File: src/rtl/dsp_seq_pkg.sv
// Shared constants and the beat tag type for the DSP48A1 MAC sequencer.
// Only the two MAC opmodes (X=M with Z=0 or Z=P) are ever issued to the slice.
package dsp_seq_pkg;

   localparam logic [7:0] OPM_ZERO      = 8'h00;
   localparam logic [7:0] OPM_MAC_FIRST = 8'h01;
   localparam logic [7:0] OPM_MAC_ACC   = 8'h09;

   localparam logic [1:0] IDLE  = 2'd0;
   localparam logic [1:0] ISSUE = 2'd1;
   localparam logic [1:0] DRAIN = 2'd2;

   typedef struct packed {
      logic vld;
      logic first;
      logic last;
   } beat_tag_t;

   function automatic logic [7:0] mac_opmode(input logic first);
      return first ? OPM_MAC_FIRST : OPM_MAC_ACC;
   endfunction

endpackage

File: src/rtl/dsp_beat_tracker.sv
// Shadows the slice's AB -> M -> P register chain with one tag per accepted beat,
// so the M/P enables follow the operands through bubbles.
module dsp_beat_tracker
   import dsp_seq_pkg::*;
(
   input  logic clk,
   input  logic rst,
   input  logic flush,
   input  logic beat,
   input  logic first,
   input  logic last,
   output logic cem,
   output logic cep,
   output logic ab_first,
   output logic m_first,
   output logic m_last,
   output logic p_vld,
   output logic p_last
);

   beat_tag_t ab_tag;
   beat_tag_t m_tag;

   // The P stage drops 'first': the opmode has been issued by the time a tag reaches P.
   always_ff @(posedge clk or posedge rst) begin
      if (rst) begin
         ab_tag <= '0;
         m_tag  <= '0;
         p_vld  <= 1'b0;
         p_last <= 1'b0;
      end else if (flush) begin
         ab_tag <= '0;
         m_tag  <= '0;
         p_vld  <= 1'b0;
         p_last <= 1'b0;
      end else begin
         ab_tag <= '{vld: beat, first: first & beat, last: last & beat};
         m_tag  <= ab_tag;
         p_vld  <= m_tag.vld;
         p_last <= m_tag.last;
      end
   end

   assign cem      = ab_tag.vld;
   assign cep      = m_tag.vld;
   assign ab_first = ab_tag.first;
   assign m_first  = m_tag.first;
   assign m_last   = m_tag.last;

endmodule

File: src/rtl/dsp_mac_sequencer.sv
// Sequences a DSP48A1 slice (AREG/BREG=1, MREG=1, PREG=1) through an N-term MAC,
// taking operand beats over valid/ready and pulsing done when P holds the sum.
module dsp_mac_sequencer
   import dsp_seq_pkg::*;
#(
   parameter int LEN_WIDTH  = 8,
   parameter int OPMODE_REG = 1
)(
   input  logic                 clk,
   input  logic                 rst,
   input  logic                 start,
   input  logic [LEN_WIDTH-1:0] len,
   input  logic                 abort,
   input  logic                 in_valid,
   output logic                 in_ready,
   output logic                 cea,
   output logic                 ceb,
   output logic                 cem,
   output logic                 cep,
   output logic                 ceopmode,
   output logic [7:0]           opmode,
   output logic                 rstp,
   output logic                 busy,
   output logic                 done,
   output logic                 start_err
);

   logic [1:0]           state;
   logic [LEN_WIDTH-1:0] remaining;
   logic                 first_pend;
   logic                 accept;
   logic                 flush;
   logic                 last_beat;
   logic                 ab_first;
   logic                 m_first;
   logic                 m_last;
   logic                 p_vld;
   logic                 p_last;
   logic                 op_issue;
   logic                 op_first;
   logic [7:0]           opmode_hold;

   assign accept    = in_valid & in_ready;
   assign cea       = accept;
   assign ceb       = accept;
   assign busy      = (state != IDLE);
   assign flush     = abort & busy;
   assign last_beat = (remaining == LEN_WIDTH'(1));
   assign done      = p_vld & p_last;

   // Abort outranks every beat and state transition; rstp is its one-cycle echo.
   always_ff @(posedge clk or posedge rst) begin
      if (rst) begin
         state      <= IDLE;
         remaining  <= '0;
         first_pend <= 1'b0;
         in_ready   <= 1'b0;
         rstp       <= 1'b0;
         start_err  <= 1'b0;
      end else begin
         rstp      <= 1'b0;
         start_err <= 1'b0;
         if (flush) begin
            state      <= IDLE;
            remaining  <= '0;
            first_pend <= 1'b0;
            in_ready   <= 1'b0;
            rstp       <= 1'b1;
         end else begin
            case (state)
               IDLE: begin
                  if (start) begin
                     if (len != '0) begin
                        state      <= ISSUE;
                        remaining  <= len;
                        first_pend <= 1'b1;
                        in_ready   <= 1'b1;
                     end else begin
                        start_err <= 1'b1;
                     end
                  end
               end
               ISSUE: begin
                  if (accept) begin
                     remaining  <= remaining - LEN_WIDTH'(1);
                     first_pend <= 1'b0;
                     if (last_beat) begin
                        state    <= DRAIN;
                        in_ready <= 1'b0;
                     end
                  end
               end
               DRAIN: begin
                  if (cep & m_last) begin
                     state <= IDLE;
                  end
               end
               default: begin
                  state    <= IDLE;
                  in_ready <= 1'b0;
               end
            endcase
         end
      end
   end

   dsp_beat_tracker u_tracker (
      .clk      (clk),
      .rst      (rst),
      .flush    (flush),
      .beat     (accept),
      .first    (first_pend),
      .last     (last_beat),
      .cem      (cem),
      .cep      (cep),
      .ab_first (ab_first),
      .m_first  (m_first),
      .m_last   (m_last),
      .p_vld    (p_vld),
      .p_last   (p_last)
   );

   // A registered OPMODE must be loaded one stage early, alongside the M register.
   assign op_issue = (OPMODE_REG != 0) ? cem : cep;
   assign op_first = (OPMODE_REG != 0) ? ab_first : m_first;
   assign ceopmode = op_issue;
   assign opmode   = op_issue ? mac_opmode(op_first) : opmode_hold;

   always_ff @(posedge clk or posedge rst) begin
      if (rst) begin
         opmode_hold <= OPM_ZERO;
      end else if (op_issue) begin
         opmode_hold <= mac_opmode(op_first);
      end
   end

endmodule

File: config.mk
export PLATFORM = sky130hd
export DESIGN_NAME = dsp_mac_sequencer
export DESIGN_NICKNAME = d
export VERILOG_FILES = /design/src/rtl/dsp_seq_pkg.sv /design/src/rtl/dsp_beat_tracker.sv /design/src/rtl/dsp_mac_sequencer.sv
export SDC_FILE = /design/constraint.sdc
export NUM_CORES = 1
export LEC_CHECK = 0
export ABC_AREA = 1
export CORE_MARGIN = 2
export CORE_UTILIZATION = 49
export DETAILED_ROUTE_END_ITERATION = 6
export GPL_TIMING_DRIVEN = 0
export PLACE_DENSITY = 0.78
export SLEW_MARGIN = 20
export SYNTH_ARGS = -nofsm -noshare
export SYNTH_HDL_FRONTEND = slang
export SYNTH_SLANG_ARGS = --single-unit
File: constraint.sdc
create_clock -name clk -period 1.8 [get_ports clk]
set_input_delay 0.54 -clock clk [delete_from_list [all_inputs] [get_ports clk]]
set_output_delay 0.54 -clock clk [all_outputs]
set_load 0.05 [all_outputs]
# After elaboration in Yosys (flattened, before gate mapping)

Index checks and enable logic that the tools add are counted.
Widths: inputs -> output; s select.

Register bits: 29
Input port bits: 13
Output and inout bits: 18
Word-level logic and storage cells: 69

Add/sub/neg operators: 1
Equal/unequal tests: 9
Multiplexer cells: 32
Bitwise operators: 6
Reduce and logical (&&, ||, !) cells: 7

Operator list:

| cell                | count |
|---|---|
| $mux 8              | 5 |
| $pmux 8 s2          | 1 |
| $mux 1              | 14 |
| $mux 2              | 6 |
| $reduce_and 5->1    | 2 |
| $ne 3x3->1 const B  | 3 |
| $eq 8x1->1 const B  | 1 |
| $reduce_bool 8->1   | 1 |
| $sub 8x1->8 const B | 1 |
| $and 1x1->1         | 6 |
| $mux 3              | 2 |
| $ne 3x2->1 const B  | 2 |
| $pmux 2 s3          | 1 |
| $mux 4              | 1 |
| $reduce_and 4->1    | 1 |
| $pmux 1 s3          | 1 |
| $reduce_bool 3->1   | 1 |
| $eq 2x1->1 const B  | 1 |
| $eq 2x2->1 const B  | 1 |
| $logic_not 2->1     | 1 |
| $ne 2x2->1 const B  | 1 |
| $pmux 1 s2          | 1 |
| $reduce_bool 2->1   | 1 |

# Longest topological paths before layout

Gate-level depths: netlist of the first run.

Depth in word-level cells: 5
Gate-level depth with buffers: 9
Gate-level depth less buffers: 9

# By module

Synthesis of the first run repeated with hierarchy kept, for this count alone.

Cell total of the unflattened synthesis: 197
Area, all modules: 1503.9 sq um

Modules (own cells, without submodules):

| module            | instances | cells each | area an instance (sq um) | seq. area each (sq um) |
|---|---|---|---|---|
| dsp_mac_sequencer | 1         | 171        | 1228.7                   | 550.5 |
| dsp_beat_tracker  | 1         | 26         | 275.3                    | 200.2 |

# Least setup slack after synthesis of the first run

No wires, ideal clock.

Path kind: reg-to-output
Start: register u_tracker.ab_tag (netlist bit u_tracker.cem)
End: output port opmode[3]
Data arrival time: 2.122 ns
Required time: 1.260 ns
Path slack: -0.862 ns
Cell stages (with the launch flop): 4
Path buffers: 1
Path through: dfrtp_1 clkbuf_1 inv_1 o21ai_0

Cells in the longest elaborated chain, start to end: 1

Ends and longest elaborated chain:

| item                     | RTL line                | RTL |
|---|---|---|
| start: declaration       | dsp_beat_tracker.sv:21  | `beat_tag_t ab_tag;` |
| start signal: assignment | dsp_beat_tracker.sv:37  | `ab_tag <= '{vld: beat, first: first & beat, last: last & beat};` |
| $mux 8                   | -                       |  |
| end: declaration         | dsp_mac_sequencer.sv:21 | `output logic [7:0] opmode,` |

Every way passes these cells.

# Worst setup path after layout of the first run

Start: register u_tracker.ab_tag (netlist bit u_tracker.cem)
End: output port opmode[0]

Same word-level chain as after synthesis.

==> flow_metrics.env, run 1 <==
export IMPL_status="complete, but fails checks"
export IMPL_violations="setup timing"
export IMPL_fp_row_count=19
export IMPL_final_util_pct=70.42
export IMPL_grt_ovfl_total=0
export IMPL_p_sw_mw=1.417
export IMPL_max_cap_viol_count=0
export IMPL_critPathLaunchType="flip-flop"
export IMPL_crit_path_max_fanout=8
export IMPL_path_clk_slew_ns=0.08
export IMPL_synth_fa_ha_area_share_pct=1.773
export IMPL_drive_above_1_share_pct=23.56
export IMPL_synthesis_nets=200
export IMPL_fin_skew_ns=0.002220
export IMPL_die_area_um2=3326
export IMPL_cp_cell_sequence="buf_12 > or2_4 > buf_8"
export IMPL_slowest_delay_ns=0.44
export IMPL_final_max_slew_viol_count=0
export IMPL_grt_pass1_vias=1332
export IMPL_vdd_ir_drop_max_uv=1278
export IMPL_grt_usage_pct=22.59
export IMPL_drc_errors=0
export IMPL_holdPathStages=2
export IMPL_rsz0062_at_grt="true"
export IMPL_final_common_cell="nand2_1"
export IMPL_combPwrFrac_pct=53.9
export IMPL_synth_xor_area_share_pct=0
export IMPL_antenna_cells=0
export IMPL_start_util_pct=51.18
export IMPL_cp_end_kind="primary output"
export IMPL_max_freq_mhz=539.8
export IMPL_clockBufferDepth=2
export IMPL_detailed_place_hpwl_um=2323
export IMPL_power_total_mw=2.963
export IMPL_antenna_left=0
export IMPL_synth_area_top_cells="dfrtp_1 51%, nand2_1 13%, inv_1 8.0%"
export IMPL_final_cell_mix="44 x nand2_1, 27 x inv_1, 25 x dfrtp_1"
export IMPL_clk_latency_ns=0.33
export IMPL_route_vias_total=1297
export IMPL_crit_arrival_ns=1.31
export IMPL_synth_cell_types=20
export IMPL_post_place_ws_ns=-0.8685
export IMPL_htree_levels=2
export IMPL_synth_area_per_cell_um2=7.629
export IMPL_synth_compound_area_share_pct=5.674
export IMPL_seq_area_frac_synth_pct=51.42
export IMPL_dr_first_iter_drc_count=32
export IMPL_synthSimpleGateAreaFrac_pct=31.56
export IMPL_setup_violations=3
export IMPL_clkSinkCount=29
export IMPL_hold_buffers=0
export IMPL_switching_share_pct=47.82
export IMPL_hp_class="flip-flop to flip-flop"
export IMPL_final_cell_area_um2=1942
export IMPL_grt_max_degree=30
export IMPL_num_nets_final=240
export IMPL_synth_mux_area_fraction_pct=0
export IMPL_crit_path_top_delay_cell="dfrtp_2"
export IMPL_worstPathRequired_ns=1.26
export IMPL_synth_cells=185
export IMPL_place_gp_congestion=0.8831
export IMPL_ys_seq_elements=29
export IMPL_worst_pin_slew_ns=0.5845
export IMPL_area_growth_pct=37.59
export IMPL_synth_top_family_by_area="simple AND/OR/NAND/NOR gates"
export IMPL_clockPowerShare_pct=13.5
export IMPL_hold_viol_final=0
export IMPL_p_seq_share_pct=32.7
export IMPL_leakage_nw=0.9791
export IMPL_grt_pass1_wl_um=5720
export IMPL_wire_per_inst_um=12.34
export IMPL_cts_root_buf="clkbuf_4"
export IMPL_yosys_warnings=0
export IMPL_io_pins=31
export IMPL_finalWorstSetupSlack_ns=-0.05251
export IMPL_relSlewSlack_pct=60.98
export IMPL_fin_crit_sh_pct=102.9
export IMPL_internal_power_mw=1.546
export IMPL_coreArea_um2=2758
export IMPL_path_class="flip-flop to primary output"
export IMPL_cts_tree="built"
export IMPL_antenna_found_initial=0
export IMPL_io_buffers=30
export IMPL_syn_area_um2=1411
export IMPL_die_w_um=57.67
export IMPL_yosysTopAreaCell="dfrtp_1"
export IMPL_firstDrtPassIters=4
export IMPL_drt_total_wl_um=3160
export IMPL_hold_slack_ns=0.4978
export IMPL_die_h_um=57.67
export IMPL_power_per_cell_area_nw_per_um2=1526
export IMPL_dpl_instance_area_um2=1784
export IMPL_worstRegToRegCells=10
export IMPL_fillers=241
export IMPL_cts_inserted_buffers=5
export IMPL_netlist_area_leader_share_pct=51.42
export IMPL_period_minus_slack_ns=1.853
export IMPL_vias_per_cell=5.066
logic make-up after synthesis:
family | after synthesis
simple gates | 104
buf+inv | 34
flops | 29
compound gates | 16
fa+ha+maj | 2
registers in the layout (all words and copies together), names as in the netlist:
register	cells
in_ready	1
u_tracker.p_vld	1
start_err	1
u_tracker.cep	1
u_tracker.m_last	1
state	2
u_tracker.ab_first	1
rstp	1
u_tracker.cem	1
first_pend	1
u_tracker.ab_tag	1
opmode_hold	8
u_tracker.p_last	1
remaining	8
path summary, 6_finish.rpt:
| path | startpoint | endpoint | slack, ns |
|---|---|---|---|
| worst max-delay path | u_tracker.cem | opmode[0] | -0.05 |
| min in group asynchronous | rst | opmode_hold[0] | 0.61 |
| worst min-delay path | opmode_hold[4] | opmode_hold[4] | 0.50 |
| worst max register to register | in_ready | first_pend | 0.22 |
| worst min register to register | opmode_hold[4] | opmode_hold[4] | 0.50 |
| max in group asynchronous | rst | state[0] | 0.77 |
metrics by stage:
step | TNS [ns] | instances
2_1_floorplan | 0 | 185
3_3_place_gp | -7.662 | 246
3_5_place_dp | -9.643 | 246
4_1_cts | -0.2736 | 256
5_1_grt | -0.2863 | 256
6_report | -0.07389 | 256
critical path: cells and delay by family, from the launching register on:
family                 cells  cell delay [ns]
DFF                        1             0.44
buffers and inverters      2             0.31
and+or+nand+nor            1             0.24
area by class of cell:
cell class                      count  area (um2)  share of cell area, %
Sequential cell                    29       730.7                  37.63
Multi-Input combinational cell    122       614.3                  31.64
Timing Repair Buffer               33       339.1                  17.46
Inverter                           31       125.1                  6.443
Clock buffer                        7       55.05                  2.835
Buffer                              3       38.79                  1.997
Tap cell                           31       38.79                  1.997
power groups by stage:
| stage | Combinational [mW] | Sequential (mW) | Clock (mW) |
|---|---|---|---|
| 5_1_grt | 1.79 | 0.986 | 0.436 |
| 2_1_floorplan | 1.01 | 1.04 | 0 |
| 6_report | 1.60 | 0.968 | 0.399 |
| 3_3_place_gp | 1.46 | 0.951 | 0 |
| 3_5_place_dp | 1.51 | 0.960 | 0 |
| 4_1_cts | 1.55 | 0.956 | 0.408 |
repair_timing:
action	4_1_cts	5_1_grt
buffers inserted	3	0
pin swaps	1	3
endpoints found under the setup margin	18	22
gates resized for setup	98	17
Yosys cell counts:
master and count:
nand4_1 2, nand3_1 13, clkbuf_1 1, a21oi_1 4, buf_4 2, inv_2 1
nand2_2 3, nor2_2 3, nor2_1 30, o21ai_1 1, nor2_4 1, nand3b_1 1
dfrtp_1 29, or2_0 1, or2_2 1, nor3_1 2, nand2_1 47, o21ai_0 11
ha_1 2, inv_1 30
layer usage:
metal / track usage [%] / wire length (um) / share of wire, %
met3: 6.250 / 209 / 6.6
met4: 9.635 / 54 / 1.7
met2: 38.96 / 1644 / 52
met1: 26.32 / 1251 / 40
met5: 0 / 0 / 0
Power figures use the tool's default switching activity.
==> run 2, diff against run 1 <==
--- a/config.mk
+++ b/config.mk
@@ -10,6 +10,7 @@
 export CORE_UTILIZATION = 49
 export DETAILED_ROUTE_END_ITERATION = 6
 export GPL_TIMING_DRIVEN = 0
+export MAX_ROUTING_LAYER = met4
 export PLACE_DENSITY = 0.78
 export SLEW_MARGIN = 20
 export SYNTH_ARGS = -nofsm -noshare
==> run 2 against run 1 <==
  * The run still ends with setup timing left
  * Global-route usage increased by 0.68 points
  * Die area unchanged
  * Clock skew is 0.0039 ns higher
  * Power up 1.6%
  * Count of clock-buffer cells in the layout grew 1
  * Wire length up 5.8%
  * Register-to-register slack better by 0.03 ns
  * Clock power is 2% higher
  * Sequential share of layout area down 0.14 points
  * Critical path type unchanged
  * Largest cell class unchanged
==> flow_metrics.env, run 2 (synthesis results as in run 1) <==
export IMPL_path_clk_slew_ns=0.09
export IMPL_drc_errors=0
export IMPL_vias_per_cell=5.115
export IMPL_drive_above_1_share_pct=25.33
export IMPL_grt_pass1_vias=1361
export IMPL_clkSinkCount=29
export IMPL_p_seq_share_pct=32.3
export IMPL_crit_path_max_fanout=8
export IMPL_combPwrFrac_pct=54.1
export IMPL_power_total_mw=3.011
export IMPL_place_gp_congestion=0.8920
export IMPL_io_pins=31
export IMPL_critPathLaunchType="flip-flop"
export IMPL_final_cell_mix="44 x nand2_1, 27 x inv_1, 25 x dfrtp_1"
export IMPL_grt_usage_pct=23.26
export IMPL_clockBufferDepth=2
export IMPL_rsz0062_at_grt="true"
export IMPL_crit_arrival_ns=1.31
export IMPL_leakage_nw=0.9975
export IMPL_p_sw_mw=1.435
export IMPL_grt_max_degree=30
export IMPL_htree_levels=2
export IMPL_internal_power_mw=1.577
export IMPL_power_per_cell_area_nw_per_um2=1545
export IMPL_instances_no_fill=260
export IMPL_clockPowerShare_pct=13.5
export IMPL_start_util_pct=51.18
export IMPL_worst_pin_slew_ns=0.5874
export IMPL_max_freq_mhz=541.3
export IMPL_die_w_um=57.67
export IMPL_fp_row_count=19
export IMPL_fillers=242
export IMPL_path_class="flip-flop to primary output"
export IMPL_detailed_place_hpwl_um=2400
export IMPL_antenna_left=0
export IMPL_antenna_found_initial=0
export IMPL_crit_buf_inv=2
export IMPL_final_common_cell="nand2_1"
export IMPL_antenna_cells=0
export IMPL_r2r_end="first_pend"
export IMPL_switching_share_pct=47.64
export IMPL_worstPathRequired_ns=1.26
export IMPL_violations="setup timing"
export IMPL_fin_skew_ns=0.006104
export IMPL_setup_violations=2
export IMPL_status="complete, but fails checks"
export IMPL_post_place_ws_ns=-0.8889
export IMPL_io_buffers=30
export IMPL_reg2reg_from="in_ready"
export IMPL_placed_cells_incl_taps=246
export IMPL_relSlewSlack_pct=60.79
export IMPL_period_minus_slack_ns=1.847
export IMPL_drt_total_wl_um=3343
export IMPL_wire_per_inst_um=12.86
export IMPL_grt_pass1_wl_um=5706
export IMPL_fin_crit_sh_pct=102.6
export IMPL_cp_top_family="flip-flops"
export IMPL_dr_first_iter_drc_count=28
export IMPL_grt_ovfl_total=0
export IMPL_cp_cell_sequence="buf_12 > or2_4 > buf_8"
export IMPL_cp_end_kind="primary output"
export IMPL_crit_path_top_delay_cell="dfrtp_2"
export IMPL_die_h_um=57.67
export IMPL_area_growth_pct=38.12
export IMPL_finalWorstSetupSlack_ns=-0.04743
export IMPL_min_to="u_tracker.m_last"
export IMPL_hp_class="flip-flop to flip-flop"
export IMPL_num_nets_final=243
export IMPL_vdd_ir_drop_max_uv=1136
export IMPL_max_cap_viol_count=0
export IMPL_largest_registers="opmode_hold x8, remaining x8, state x2"
export IMPL_coreArea_um2=2758
export IMPL_clk_latency_ns=0.32
export IMPL_slowest_delay_ns=0.43
export IMPL_hold_viol_final=0
export IMPL_route_vias_total=1330
export IMPL_die_area_um2=3326
export IMPL_hp_start="u_tracker.ab_tag[0]"
export IMPL_cts_tree="built"
export IMPL_cts_inserted_buffers=5
export IMPL_reg2reg_slack_ns=0.25
export IMPL_final_max_slew_viol_count=0
export IMPL_worstRegToRegCells=10
export IMPL_holdPathStages=2
export IMPL_firstDrtPassIters=4
export IMPL_cts_root_buf="clkbuf_4"
-- run 2: worst reg2reg max path, cell delays in order (launching register included) --
cell and delay (ns):
dfrtp_2 0.44, nand2_4 0.08, clkinvlp_4 0.10, buf_6 0.13
buf_4 0.13, nor2_1 0.12, nor2_2 0.06, nand2_4 0.10
inv_2 0.08, nand2_1 0.10, o21ai_0 0.09
-- run 2: worst max-delay path by stage --
stage,startpoint,cells after the start,to
5_1_grt,u_tracker.cem,3,opmode[0]
2_1_floorplan,in_ready,3,ceb
4_1_cts,u_tracker.cem,3,opmode[0]
3_5_place_dp,in_valid,5,ceb
6_report,u_tracker.cem,3,opmode[0]
3_3_place_gp,in_valid,5,ceb
-- run 2: power groups by stage --
stage | clock (mW) | sequential (mW) | combinational (mW)
after floorplan | 0 | 1.04 | 1.01
after global placement | 0 | 0.951 | 1.46
after detailed placement | 0 | 0.964 | 1.51
after CTS | 0.417 | 0.960 | 1.55
after global routing | 0.444 | 0.992 | 1.81
final | 0.408 | 0.973 | 1.63
-- run 2: timing repair --
| item | 4_1_cts | 5_1_grt |
|---|---|---|
| setup endpoints to repair | 19 | 25 |
| setup buffers | 3 | 3 |
| pin swaps | 1 | 3 |
| gates resized for setup | 97 | 23 |
| hold buffers | 0 | 0 |
| endpoints found under the hold margin | 0 | 0 |
| cloned | 0 | 0 |
-- run 2: final cells by class --
type                       instances  area (um2)  share of cell area, %
sequential                        29       730.7                  37.48
multi-input combinational        122       624.3                  32.03
timing repair buffer              36       336.6                  17.27
inverter                          31       125.1                  6.418
clock buffer                       8       58.81                  3.017
tap                               31       38.79                  1.990
buffer                             3       35.03                  1.797
-- run 2: per-stage QoR --
stage                     util, %  setup TNS, ns  hold slack, ns  cell area, um2
after CTS                   69.19        -0.2882          0.4824            1908
after detailed placement    64.70         -9.657          0.4530            1784
after global routing        70.69        -0.1487          0.5105            1949
after floorplan                 -              0          0.4481            1445
after global placement      64.70         -7.724          0.4329            1784
final                       70.69       -0.05632          0.4792            1949
-- run 2: routing by layer --
metal	global-route usage [%]	routed length, um	vias to the layer above
li1	-	-	651
met1	25.55	1378	634
met4	7.309	48	0
met2	41.07	1747	39
met5	-	0	-
met3	6.027	168	6
==> run 3, diff against run 2 <==
--- a/config.mk
+++ b/config.mk
@@ -6,8 +6,9 @@
 export NUM_CORES = 1
 export LEC_CHECK = 0
 export ABC_AREA = 1
-export CORE_MARGIN = 2
+export CORE_MARGIN = 8
 export CORE_UTILIZATION = 49
+export CTS_CLUSTER_DIAMETER = 80
 export DETAILED_ROUTE_END_ITERATION = 6
 export GPL_TIMING_DRIVEN = 0
 export MAX_ROUTING_LAYER = met4
==> run 3 against run 2 <==
  * The run still ends with setup timing left
  * Highest routed layer unchanged
  * Power decreased by 0.64%
  * Count of clock-buffer cells in the layout stayed put
  * Clock skew grew 0.00093 ns
  * Fmax shrank 1.8%
  * Global-route usage shrank 8.4 points
  * Clock power about the same
  * Sequential power is essentially flat
  * Critical path depth unchanged
  * Die area increased by 46%
  * Sequential share of layout area is 0.75 points lower
==> flow_metrics.env, run 3 (synthesis results as in run 1) <==
export IMPL_status="complete, but fails checks"
export IMPL_violations="setup timing"
export IMPL_critPathLaunchType="flip-flop"
export IMPL_crit_arrival_ns=1.34
export IMPL_grt_usage_pct=14.86
export IMPL_crit_path_top_delay_cell="dfrtp_2"
export IMPL_cts_root_buf="clkbuf_4"
export IMPL_crit_buf_inv=2
export IMPL_die_area_um2=4854
export IMPL_final_cell_mix="44 x nand2_1, 27 x inv_1, 25 x dfrtp_1"
export IMPL_r2r_end="first_pend"
export IMPL_final_max_slew_viol_count=0
export IMPL_route_vias_total=1318
export IMPL_max_freq_mhz=531.5
export IMPL_detailed_place_hpwl_um=2458
export IMPL_place_gp_congestion=0.9428
export IMPL_dpl_instance_area_um2=1784
export IMPL_slowest_delay_ns=0.44
export IMPL_final_cell_area_um2=1989
export IMPL_rsz0062_at_grt="true"
export IMPL_placed_cells_incl_taps=246
export IMPL_worstRegToRegCells=10
export IMPL_drt_total_wl_um=3457
export IMPL_area_growth_pct=40.96
export IMPL_htree_levels=2
export IMPL_post_place_ws_ns=-0.8945
export IMPL_fin_tns_setup_ns=-0.1354
export IMPL_die_h_um=69.67
export IMPL_vias_per_cell=5.069
export IMPL_cts_inserted_buffers=5
export IMPL_clk_latency_ns=0.32
export IMPL_clockBufferDepth=2
export IMPL_setup_violations=2
export IMPL_reg2reg_from="in_ready"
export IMPL_num_nets_final=243
export IMPL_cts_tree="built"
export IMPL_clkSinkCount=29
export IMPL_wire_per_inst_um=13.30
export IMPL_vdd_ir_drop_max_uv=1257
export IMPL_dr_first_iter_drc_count=64
export IMPL_fin_skew_ns=0.007033
export IMPL_die_w_um=69.67
export IMPL_fillers=222
export IMPL_final_util_pct=72.14
export IMPL_cp_top_family="flip-flops"
export IMPL_largest_registers="opmode_hold x8, remaining x8, state x2"
export IMPL_min_to="u_tracker.m_last"
export IMPL_drc_errors=0
export IMPL_cp_cell_sequence="clkbuf_16 > or2_4 > buf_8"
export IMPL_power_per_cell_area_nw_per_um2=1504
export IMPL_path_clk_slew_ns=0.09
export IMPL_grt_max_degree=30
export IMPL_period_minus_slack_ns=1.881
export IMPL_worst_pin_slew_ns=0.6026
export IMPL_worstPathRequired_ns=1.26
export IMPL_grt_pass1_wl_um=5747
export IMPL_crit_path_max_fanout=8
export IMPL_instances_no_fill=260
export IMPL_finalWorstSetupSlack_ns=-0.08142
export IMPL_holdPathStages=2
export IMPL_relSlewSlack_pct=59.77
export IMPL_antenna_left=0
export IMPL_firstDrtPassIters=5
export IMPL_grt_pass1_vias=1254
export IMPL_drive_above_1_share_pct=25.33
export IMPL_max_cap_viol_count=0
export IMPL_grt_ovfl_total=0
export IMPL_io_buffers=30
export IMPL_hp_class="flip-flop to flip-flop"
export IMPL_io_pins=31
export IMPL_final_common_cell="nand2_1"
export IMPL_fin_crit_sh_pct=104.5
export IMPL_hp_start="u_tracker.ab_tag[0]"
export IMPL_start_util_pct=51.18
export IMPL_antenna_found_initial=0
export IMPL_fp_row_count=19
export IMPL_path_class="flip-flop to primary output"
export IMPL_reg2reg_slack_ns=0.17
export IMPL_antenna_cells=0
export IMPL_cp_end_kind="primary output"
export IMPL_hold_viol_final=0
export IMPL_leakage_nw=1.003
export IMPL_coreArea_um2=2758
run 3: cell types whose count changed in the layout (fill, tap and decap cells not counted), moves of 2 or more:
cell    change
buf_8       +4
buf_6       -3
nor2_2      -2
nor2_4      +2
run 3: metrics by stage:
step / power, mW / hold WS (ns)
floorplan: 2.054 / 0.4481
detailed placement: 2.469 / 0.4380
finish: 2.992 / 0.4612
global placement: 2.423 / 0.4331
global route: 3.235 / 0.4861
CTS: 2.973 / 0.4613
run 3: layout make-up:
type,instances,area (um2),area share (%)
Tap cell,31,38.79,1.950
Inverter,31,122.6,6.164
Sequential cell,29,730.7,36.73
Timing Repair Buffer,36,360.3,18.11
Clock buffer,8,58.81,2.956
Buffer,3,43.79,2.201
Multi-Input combinational cell,122,634.4,31.89
run 3: worst max path at each step:
| stage | slack, ns | to | cells after the start | from |
|---|---|---|---|---|
| 6_report | -0.08 | opmode[0] | 3 | u_tracker.cem |
| 3_5_place_dp | -0.89 | ceb | 5 | in_valid |
| 3_3_place_gp | -0.88 | ceb | 5 | in_valid |
| 4_1_cts | -0.1 | opmode[0] | 3 | u_tracker.cem |
| 5_1_grt | -0.13 | opmode[0] | 3 | u_tracker.cem |
| 2_1_floorplan | 0.004 | ceb | 3 | in_ready |
run 3: what timing repair did:
item	4_1_cts	5_1_grt
resized for setup	108	18
buffers inserted	4	2
pin swaps	2	3
hold buffers	0	0
setup endpoints to repair	19	24
run 3: worst register-to-register path: stages, from the launching register on:
cell        delay [ns]
dfrtp_2           0.44
nand2_4           0.08
clkinvlp_4        0.10
buf_6             0.13
buf_4             0.13
nor2_1            0.15
nor2_2            0.07
nand2_4           0.10
inv_2             0.08
nand2_1           0.10
o21ai_0           0.11
run 3: layer usage:
layer,GRT usage [%],routed length (um)
met5,-,0
met4,6.027,73
met3,5.150,193
met2,23.16,1681
met1,17.13,1508
run 3: power by group:
| group | internal (mW) | total, mW | switching (mW) | leakage [nW] |
|---|---|---|---|---|
| registers | 0.828 | 0.974 | 0.146 | 0.372 |
| clock network | 0.192 | 0.408 | 0.216 | 0.0326 |
| logic | 0.540 | 1.61 | 1.07 | 0.598 |
